**src/rtl/spg_pkg.sv**
```systemverilog
// ---------------------------------------------------------------------------
// spg_pkg -- shared types and constants for serial_pattern_gen.
//   state_t   : transmitter FSM states (2-bit encoding)
//   RST_STATE : state entered on reset
//   RST_OUT   : value of every registered output while in reset
// ---------------------------------------------------------------------------
package spg_pkg;

  typedef enum logic [1:0] {
    S_IDLE  = 2'd0,
    S_SHIFT = 2'd1,
    S_GAP   = 2'd2,
    S_DONE  = 2'd3
  } state_t;

  localparam state_t RST_STATE = S_IDLE;
  localparam logic   RST_OUT   = 1'b0;

endpackage

```
**src/rtl/spg_shift_reg.sv**
```systemverilog
// ---------------------------------------------------------------------------
// spg_shift_reg -- left-shifting register with parallel load.
//   clk      in  : clock, state on posedge
//   clr      in  : asynchronous active-high clear
//   load_en  in  : load load_val (has priority over shift_en)
//   shift_en in  : shift left by one, zero fill
//   load_val in  : WIDTH-bit parallel load value
//   msb      out : current MSB of the register
// ---------------------------------------------------------------------------
module spg_shift_reg #(
  parameter int WIDTH = 4
) (
  input  logic             clk,
  input  logic             clr,
  input  logic             load_en,
  input  logic             shift_en,
  input  logic [WIDTH-1:0] load_val,
  output logic             msb
);

  logic [WIDTH-1:0] sr_q;
  logic [WIDTH-1:0] sr_d;

  // Next-state selection: load wins over shift, otherwise hold.
  always_comb begin
    sr_d = sr_q;
    if (load_en) begin
      sr_d = load_val;
    end else if (shift_en) begin
      sr_d = {sr_q[WIDTH-2:0], 1'b0};
    end else begin
      sr_d = sr_q;
    end
  end

  // Register with asynchronous clear.
  always_ff @(posedge clk or posedge clr) begin
    if (clr) begin
      sr_q <= '0;
    end else begin
      sr_q <= sr_d;
    end
  end

  assign msb = sr_q[WIDTH-1];

endmodule

```
**src/rtl/serial_pattern_gen.sv**
```systemverilog
// ---------------------------------------------------------------------------
// serial_pattern_gen -- shifts a WIDTH-bit pattern out MSB-first, repeat_n
// times, with GAP idle cycles between repetitions, then pulses done.
//   clk      in  : clock, all state on posedge
//   rst      in  : asynchronous active-high reset
//   start    in  : request, sampled only while busy=0
//   pattern  in  : WIDTH bits to send, MSB first
//   repeat_n in  : number of pattern transmissions (0 = none)
//   abort    in  : (only with SPG_ABORT_EN) cancel a running frame
//   w        out : serial data, 0 whenever w_valid=0
//   w_valid  out : w carries a pattern bit this cycle
//   busy     out : transmission in progress
//   done     out : one-cycle completion pulse
// Build option: define SPG_ABORT_EN to add the abort input.
// All outputs are registered; they are computed from the next state.
// ---------------------------------------------------------------------------
module serial_pattern_gen
  import spg_pkg::*;
#(
  parameter int WIDTH = 4,
  parameter int CNT_W = 8,
  parameter int GAP   = 0
) (
  input  logic             clk,
  input  logic             rst,
  input  logic             start,
  input  logic [WIDTH-1:0] pattern,
  input  logic [CNT_W-1:0] repeat_n,
`ifdef SPG_ABORT_EN
  input  logic             abort,
`endif
  output logic             w,
  output logic             w_valid,
  output logic             busy,
  output logic             done
);

  localparam int BIT_W    = $clog2(WIDTH);
  localparam int GAP_W    = (GAP > 1) ? $clog2(GAP) : 1;
  localparam int GAP_LAST = (GAP > 0) ? GAP - 1 : 0;

  localparam logic [BIT_W-1:0] BIT_LAST_C = BIT_W'(WIDTH - 1);
  localparam logic [GAP_W-1:0] GAP_LAST_C = GAP_W'(GAP_LAST);

  state_t             state_q,   state_d;
  logic [BIT_W-1:0]   bit_cnt_q, bit_cnt_d;
  logic [GAP_W-1:0]   gap_cnt_q, gap_cnt_d;
  logic [CNT_W-1:0]   rep_q,     rep_d;
  logic [WIDTH-1:0]   pat_q,     pat_d;
  logic               w_q,       w_d;
  logic               w_valid_q, w_valid_d;
  logic               busy_q,    busy_d;
  logic               done_q,    done_d;

  logic               sr_load;
  logic               sr_shift;
  logic [WIDTH-1:0]   sr_val;
  logic               sr_msb;
  logic               abort_s;

`ifdef SPG_ABORT_EN
  assign abort_s = abort;
`else
  assign abort_s = 1'b0;
`endif

  // The shift register holds only the bits still to be sent after the one
  // currently on w, so its MSB is always the next bit of the repetition.
  spg_shift_reg #(.WIDTH(WIDTH)) u_shift (
    .clk      (clk),
    .clr      (rst),
    .load_en  (sr_load),
    .shift_en (sr_shift),
    .load_val (sr_val),
    .msb      (sr_msb)
  );

  // Next-state, counter and registered-output computation.
  always_comb begin
    state_d   = state_q;
    bit_cnt_d = bit_cnt_q;
    gap_cnt_d = gap_cnt_q;
    rep_d     = rep_q;
    pat_d     = pat_q;
    w_d       = 1'b0;
    w_valid_d = 1'b0;
    busy_d    = 1'b0;
    done_d    = 1'b0;
    sr_load   = 1'b0;
    sr_shift  = 1'b0;
    sr_val    = {pat_q[WIDTH-2:0], 1'b0};

    case (state_q)
      S_IDLE, S_DONE: begin
        if (start) begin
          pat_d     = pattern;
          rep_d     = repeat_n;
          bit_cnt_d = '0;
          gap_cnt_d = '0;
          if (repeat_n == '0) begin
            state_d = S_DONE;
            done_d  = 1'b1;
          end else begin
            state_d   = S_SHIFT;
            sr_load   = 1'b1;
            sr_val    = {pattern[WIDTH-2:0], 1'b0};
            w_d       = pattern[WIDTH-1];
            w_valid_d = 1'b1;
            busy_d    = 1'b1;
          end
        end else begin
          state_d = S_IDLE;
        end
      end

      S_SHIFT: begin
        if (abort_s) begin
          state_d = S_IDLE;
        end else if (bit_cnt_q != BIT_LAST_C) begin
          sr_shift  = 1'b1;
          bit_cnt_d = bit_cnt_q + BIT_W'(1);
          w_d       = sr_msb;
          w_valid_d = 1'b1;
          busy_d    = 1'b1;
        end else if (rep_q != CNT_W'(1)) begin
          // More repetitions: rearm the shifter from the latched pattern.
          rep_d     = rep_q - CNT_W'(1);
          bit_cnt_d = '0;
          sr_load   = 1'b1;
          busy_d    = 1'b1;
          if (GAP > 0) begin
            state_d   = S_GAP;
            gap_cnt_d = '0;
          end else begin
            w_d       = pat_q[WIDTH-1];
            w_valid_d = 1'b1;
          end
        end else begin
          rep_d   = rep_q - CNT_W'(1);
          state_d = S_DONE;
          done_d  = 1'b1;
        end
      end

      S_GAP: begin
        if (abort_s) begin
          state_d = S_IDLE;
        end else if (gap_cnt_q == GAP_LAST_C) begin
          // Shifter was already reloaded on entry to the gap.
          state_d   = S_SHIFT;
          gap_cnt_d = '0;
          w_d       = pat_q[WIDTH-1];
          w_valid_d = 1'b1;
          busy_d    = 1'b1;
        end else begin
          gap_cnt_d = gap_cnt_q + GAP_W'(1);
          busy_d    = 1'b1;
        end
      end

      default: begin
        state_d = RST_STATE;
      end
    endcase
  end

  // State, counters and output registers with asynchronous reset.
  always_ff @(posedge clk or posedge rst) begin
    if (rst) begin
      state_q   <= RST_STATE;
      bit_cnt_q <= '0;
      gap_cnt_q <= '0;
      rep_q     <= '0;
      pat_q     <= '0;
      w_q       <= RST_OUT;
      w_valid_q <= RST_OUT;
      busy_q    <= RST_OUT;
      done_q    <= RST_OUT;
    end else begin
      state_q   <= state_d;
      bit_cnt_q <= bit_cnt_d;
      gap_cnt_q <= gap_cnt_d;
      rep_q     <= rep_d;
      pat_q     <= pat_d;
      w_q       <= w_d;
      w_valid_q <= w_valid_d;
      busy_q    <= busy_d;
      done_q    <= done_d;
    end
  end

  assign w       = w_q;
  assign w_valid = w_valid_q;
  assign busy    = busy_q;
  assign done    = done_q;

endmodule

```
**config.mk**
```make
export PLATFORM = sky130hd
export DESIGN_NAME = serial_pattern_gen
export DESIGN_NICKNAME = d
export VERILOG_FILES = /design/src/rtl/spg_pkg.sv /design/src/rtl/spg_shift_reg.sv /design/src/rtl/serial_pattern_gen.sv
export SDC_FILE = /design/constraint.sdc
export NUM_CORES = 1
export LEC_CHECK = 0
export ABC_AREA = 0
export CAP_MARGIN = 20
export CORE_MARGIN = 5
export CORE_UTILIZATION = 57
export CTS_CLUSTER_SIZE = 12
export DETAILED_ROUTE_END_ITERATION = 6
export GPL_ROUTABILITY_DRIVEN = 0
export GPL_TIMING_DRIVEN = 0
export PLACE_DENSITY_LB_ADDON = 0.1
export SLEW_MARGIN = 20
export SYNTH_ARGS = -nofsm -noshare
export SYNTH_HDL_FRONTEND = slang
export SYNTH_HIERARCHICAL = 1
export SYNTH_SLANG_ARGS = --single-unit
export TNS_END_PERCENT = 1
```
**constraint.sdc**
```tcl
create_clock -name clk -period 5.6 [get_ports clk]
set_clock_uncertainty 0.1 [all_clocks]
set_input_delay 1.12 -clock clk [delete_from_list [all_inputs] [get_ports clk]]
set_output_delay 1.12 -clock clk [all_outputs]
set_load 0.02 [all_outputs]
```
# Yosys cells after proc, flatten, opt, wreduce, memory -nomap -nowiden
# Cells that the tools add are included.
dict set report totals {
  regBits 25
  latch_bits 0
  ramBits 0
  romBits 0
  inputBits 15
  word_cells 77
  n_memories 0
}
dict set report classes {
  n_addsub 3
  n_mul 0
  div_mod_pow 0
  magnitude_cmp 0
  n_eq_ne 10
  shifts 0
  n_mux 43
  n_bitwise 0
  reduce_logical 11
}
# operator count
set op_table {}
lappend op_table {{4-bit 2-to-1 mux} 5}
lappend op_table {{1-bit 2-to-1 mux} 19}
lappend op_table {{2-bit 2-to-1 mux} 8}
lappend op_table {{8-bit 2-to-1 mux} 2}
lappend op_table {{8-bit one-hot mux with 2 select lines} 1}
lappend op_table {{2-bit inequality test, second input constant} 5}
lappend op_table {{1-bit one-hot mux with 3 select lines} 3}
lappend op_table {{3-bit AND reduction} 3}
lappend op_table {{8-bit zero test} 1}
lappend op_table {{8-bit by 1-bit inequality test with 1-bit output, second input constant} 1}
lappend op_table {{8-bit by 1-bit subtractor with 8-bit output, second input constant} 1}
lappend op_table {{1-bit one-hot mux with 2 select lines} 3}
lappend op_table {{2-bit one-hot mux with 3 select lines} 1}
lappend op_table {{2-bit nonzero test} 3}
lappend op_table {{2-bit equality test, second input constant} 2}
lappend op_table {{2-bit one-hot mux with 2 select lines} 1}
lappend op_table {{2-bit AND reduction} 2}
lappend op_table {{3-bit inequality test, second input constant} 1}
lappend op_table {{2-bit by 1-bit adder with 2-bit output, second input constant} 1}
lappend op_table {{2-bit by 1-bit equality test with 1-bit output, second input constant} 1}
lappend op_table {{2-bit zero test} 1}
lappend op_table {{2-bit OR reduction} 1}
lappend op_table {{1-bit adder, second input constant} 1}

# Logic depth before layout (Yosys ltp)
dict set report logic_depth {
  depth_word 5
  ltp_mapped 9
  depth_no_buf 8
}

# Cells and area by module
# Netlist, hierarchy kept.
# mod instances cells_each area_per_inst_um2 seq_area_each_um2
set modules_own_cells {}
lappend modules_own_cells {serial_pattern_gen 1 123 1184.9 475.5}
lappend modules_own_cells {spg_shift_reg 1 17 175.2 100.1}

# Worst setup path after synthesis
# Ideal clock, no wire load.
dict set report synth_path {
  path_kind {in2reg}
  start {input repeat_n[2]}
  end {register u_shift.sr_q[0]}
  setup_time_ns 0.083
  arrival_ns 2.129
  required_time_ns 5.417
  slack_ns 3.289
  path_stages 6
  path_buffers 0
  path_cell_list {nor4_1 a21oi_2 nor2_1 nor2_1 nand2b_1 o21ai_0}
}
dict set report synth_via {
  elab_chain_len 5
}
# item line_no
set synth_rtl {}
lappend synth_rtl {{from (decl)} serial_pattern_gen.sv:28} ;# input logic [CNT_W-1:0] repeat_n,
lappend synth_rtl {{8-bit zero test (*)} serial_pattern_gen.sv:100} ;# if (repeat_n == '0) begin
lappend synth_rtl {{1-bit 2-to-1 mux (*)} serial_pattern_gen.sv:100}
lappend synth_rtl {{1-bit 2-to-1 mux (*)} serial_pattern_gen.sv:95} ;# if (start) begin
lappend synth_rtl {{1-bit one-hot mux with 2 select lines (*)} serial_pattern_gen.sv:93} ;# case (state_q)
lappend synth_rtl {{named net sr_load} serial_pattern_gen.sv:55} ;# logic sr_load;
lappend synth_rtl {{4-bit 2-to-1 mux / 2-bit nonzero test (equally long branches)} --}
lappend synth_rtl {{to (signal assigned)} spg_shift_reg.sv:41} ;# sr_q <= sr_d;
lappend synth_rtl {{to (decl)} spg_shift_reg.sv:21} ;# logic [WIDTH-1:0] sr_q;
# The timed path passes the listed nets; every way through them passes the cells marked *.
# A chain may end at the register's enable or synchronous reset.

# Worst setup path in the final report
dict set report layout_path {
  start {input start}
  end {register u_shift.sr_q[0]}
}
dict set report layout_via {
  elab_chain_len 3
}
# item line_no
set layout_rtl {}
lappend layout_rtl {{from (decl)} serial_pattern_gen.sv:26} ;# input logic start,
lappend layout_rtl {{1-bit 2-to-1 mux (*)} serial_pattern_gen.sv:95}
lappend layout_rtl {{1-bit one-hot mux with 2 select lines (*)} serial_pattern_gen.sv:93}
lappend layout_rtl {{named net sr_load} serial_pattern_gen.sv:55}
lappend layout_rtl {{4-bit 2-to-1 mux / 2-bit nonzero test (equally long branches)} --}
# Marks and branches as above.

==> impl_metrics.tcl <==
set metrics [dict create \
    ys_warn_count 6 \
    critPathCapture "u_shift/sr_q[0]$_DFFE_PP0P_" \
    vdd_ir_drop_max_uv 362 \
    root_buffer "clkbuf_4" \
    cts_buffer_depth 2 \
    layout.nets 184 \
    io_buffer_count 18 \
    post_drt_wl_per_cell_um 15.1 \
    grt_setup_unrepaired "false" \
    drtPass1Iterations 4 \
    cts.repair.resized 0 \
    pwr-share-comb 0.569 \
    grt_overflow 0 \
    crit_type "in -> reg" \
    synth_cells 140 \
    via_per_inst 5.84 \
    std_cell_rows 17 \
    numClockSinks 23 \
    antenna_found_initial 0 \
    final_cell_mix "dfrtp_1, clkdlybuf4s50_1, nand2_1, nor2_1, a21oi_1" \
    synth-async-reset-ratio 1.00 \
    cts_tree "yes" \
    timing.rr.end "u_shift/sr_q[0]$_DFFE_PP0P_" \
    die_h_um 58.8 \
    core_um2 2250 \
    grt_pass1_vias 1014 \
    endpoint_kind "register" \
    via_count 1110 \
    post-synth-top-area-fraction 0.423 \
    dp_hpwl_um 2150 \
    power_density_nw_per_um2 565 \
    syn2layout_area_growth_pct 17.8 \
    yosys.cell_types.count 43 \
    slowest_stage "clkdlybuf4s50_1" \
    htree_levels 1 \
    synth_edf_count 0 \
    synthesis.nets 161 \
    track_usage 0.185 \
    netlist_area_um2 1360 \
    post-route-period-util 0.510 \
    cp_max_fo 8 \
    dieWidth_um 58.8 \
    grt_pass1_wl_um 4850 \
    worstSkewPairLatency_ps 320 \
    avgSynthCellArea_um2 9.71 \
    drc 0 \
    holdWs_ps 418 \
    hold_viol_final 0 \
    timing.rr.start "state_q[0]$_DFFE_PP0P_" \
    crit_chain "clkdlybuf4s50_1 -> nand2_1 -> a21oi_2 -> nor2_1 -> nor2_1 -> nand2b_1 -> o21ai_0" \
    ant_nets 0 \
    synth_top_area_cell "dfrtp_1" \
    critical_path_arrival_ps 2960 \
    p_seq_frac 0.341 \
    postCtsSetupBuffers 0 \
    final_cell_area_um2 1600 \
    ys_seq_area_frac 0.423 \
    path_delay_family "simple AND/OR/NAND/NOR gates" \
    drive_above_1_share 0.160 \
    diodes 0 \
    p_sw_uw 395 \
    crit_cells 7 \
    cts_hold_buf 0 \
    p_sw_frac 0.436 \
    setup-violations-final 0 \
    die-area_um2 3460 \
    p_int_uw 510 \
    placed_area_um2 1580 \
    drtIter0Drc 39 \
    synthTopCellsByArea "dfrtp_1, mux2_2, ha_1" \
    start_util 0.603 \
    outcome "finished, final reports clean" \
    fin_setup_tns_ps 0 \
    cts_made_buffers 3 \
    grt_start_max_net_pins 20 \
    postRouteWirelength_um 2860 \
    max_freq_ghz 0.350 \
    period_minus_slack_ps 2860 \
    cpPeakStageDelay_ps 590 \
    start_kind "input port" \
    cap_violations 0 \
    finalMaxSlewViolations 0 \
    tightestPinTransition_ps 754 \
    required_ps 5700 \
    power_frac_clock 0.089 \
    final_common_cell "dfrtp_1" \
    ys_seq_elements 23 \
    synth_top_flop_cell "dfrtp_1" \
    p_leak_uw 0.000690 \
    design.portCount 19 \
    rrSetupSlack_ps 3230 \
    r2r_cells 9 \
    crit_start "start" \
    crit_buf_inv 1 \
    clkTransAtPathRegs_ps 140 \
    crit_top_cell "nor2_1" \
    hold_class "reg -> reg" \
    max_slew_margin 0.497 \
]
[worst reg2reg max path: stages (launching register included)]
cell and delay [ps]:
dfrtp_1 380, inv_1 80, ha_1 270, buf_2 200
nand2_1 200, a21oi_2 330, nor2_1 90, nor2_1 370
nand2b_1 160, o21ai_0 70
[power by group through the flow]
stage               clock [µW]  sequential, µW  combinational [µW]
floorplan                    0             302                 395
global placement             0             305                 495
detailed placement           0             312                 511
CTS                       82.3             309                 514
global route              92.5             319                 571
finish                    80.8             309                 516
[flip-flops by register name, indices dropped and copies added (netlist names)]
signal	cells
state_q	2
busy	1
rep_q	8
u_shift/sr_q	4
pat_q	4
w	1
done	1
bit_cnt_q	2
[metrics by stage]
stage | worst slack, ps | instances | power, µW | util
CTS | 2750 | 190 | 905 | 0.711
global placement | 2450 | 186 | 800 | 0.699
finish | 2740 | 190 | 905 | 0.711
floorplan | 3290 | 140 | 697 | -
global route | 2640 | 190 | 982 | 0.711
detailed placement | 2410 | 186 | 824 | 0.699
[cell usage after synthesis (all sizes together), types with 2 or more instances]
library cell,number
o21ai,6
inv,8
nor2,13
a41oi,2
nand2,14
nand3,5
ha,6
o22ai,3
mux2,7
nor3,4
a21oi,13
nor4,3
dfrtp,23
nand2b,2
o22a,2
buf,5
and4bb,2
nor3b,2
mux2i,4
[layer usage]
layer  global-route usage  share of wire
met1                0.261           0.48
met2                0.293           0.46
met3               0.0263          0.045
met4               0.0583          0.013
met5                    0              0
[worst min path at each step]
| stage | to | start | depth (start not counted) |
|---|---|---|---|
| after floorplan | bit_cnt_q[0]$_DFFE_PP0P_ | bit_cnt_q[0]$_DFFE_PP0P_ | 1 |
| after CTS | bit_cnt_q[1]$_DFFE_PP0P_ | bit_cnt_q[1]$_DFFE_PP0P_ | 1 |
| after global placement | bit_cnt_q[0]$_DFFE_PP0P_ | bit_cnt_q[0]$_DFFE_PP0P_ | 1 |
| after global routing | bit_cnt_q[1]$_DFFE_PP0P_ | bit_cnt_q[1]$_DFFE_PP0P_ | 1 |
| after detailed placement | bit_cnt_q[1]$_DFFE_PP0P_ | bit_cnt_q[1]$_DFFE_PP0P_ | 1 |
| final | bit_cnt_q[1]$_DFFE_PP0P_ | bit_cnt_q[1]$_DFFE_PP0P_ | 1 |
[cell type report]
type | instances | area [µm²]
inverters | 8 | 30.0
well taps | 28 | 35.0
fillers | 196 | 652
clock buffers | 3 | 22.5
flip-flops and latches | 23 | 576
clock inverters | 1 | 5.00
plain buffers | 6 | 43.8
multi-input cells | 103 | 711
repair buffers | 18 | 180
[kinds of logic (layout without fill, tap and decap cells)]
family,after synthesis,after routing,synth area share
DFF,23,23,0.423
other,1,1,0.00276
and+or+nand+nor,50,50,0.205
AOI/OAI and AO/OA,35,35,0.169
muxes,11,11,0.0902
buffers and inverters,14,36,0.0543
adders and majority gates,6,6,0.0552
No activity file was read; power rests on OpenSTA's default activity.
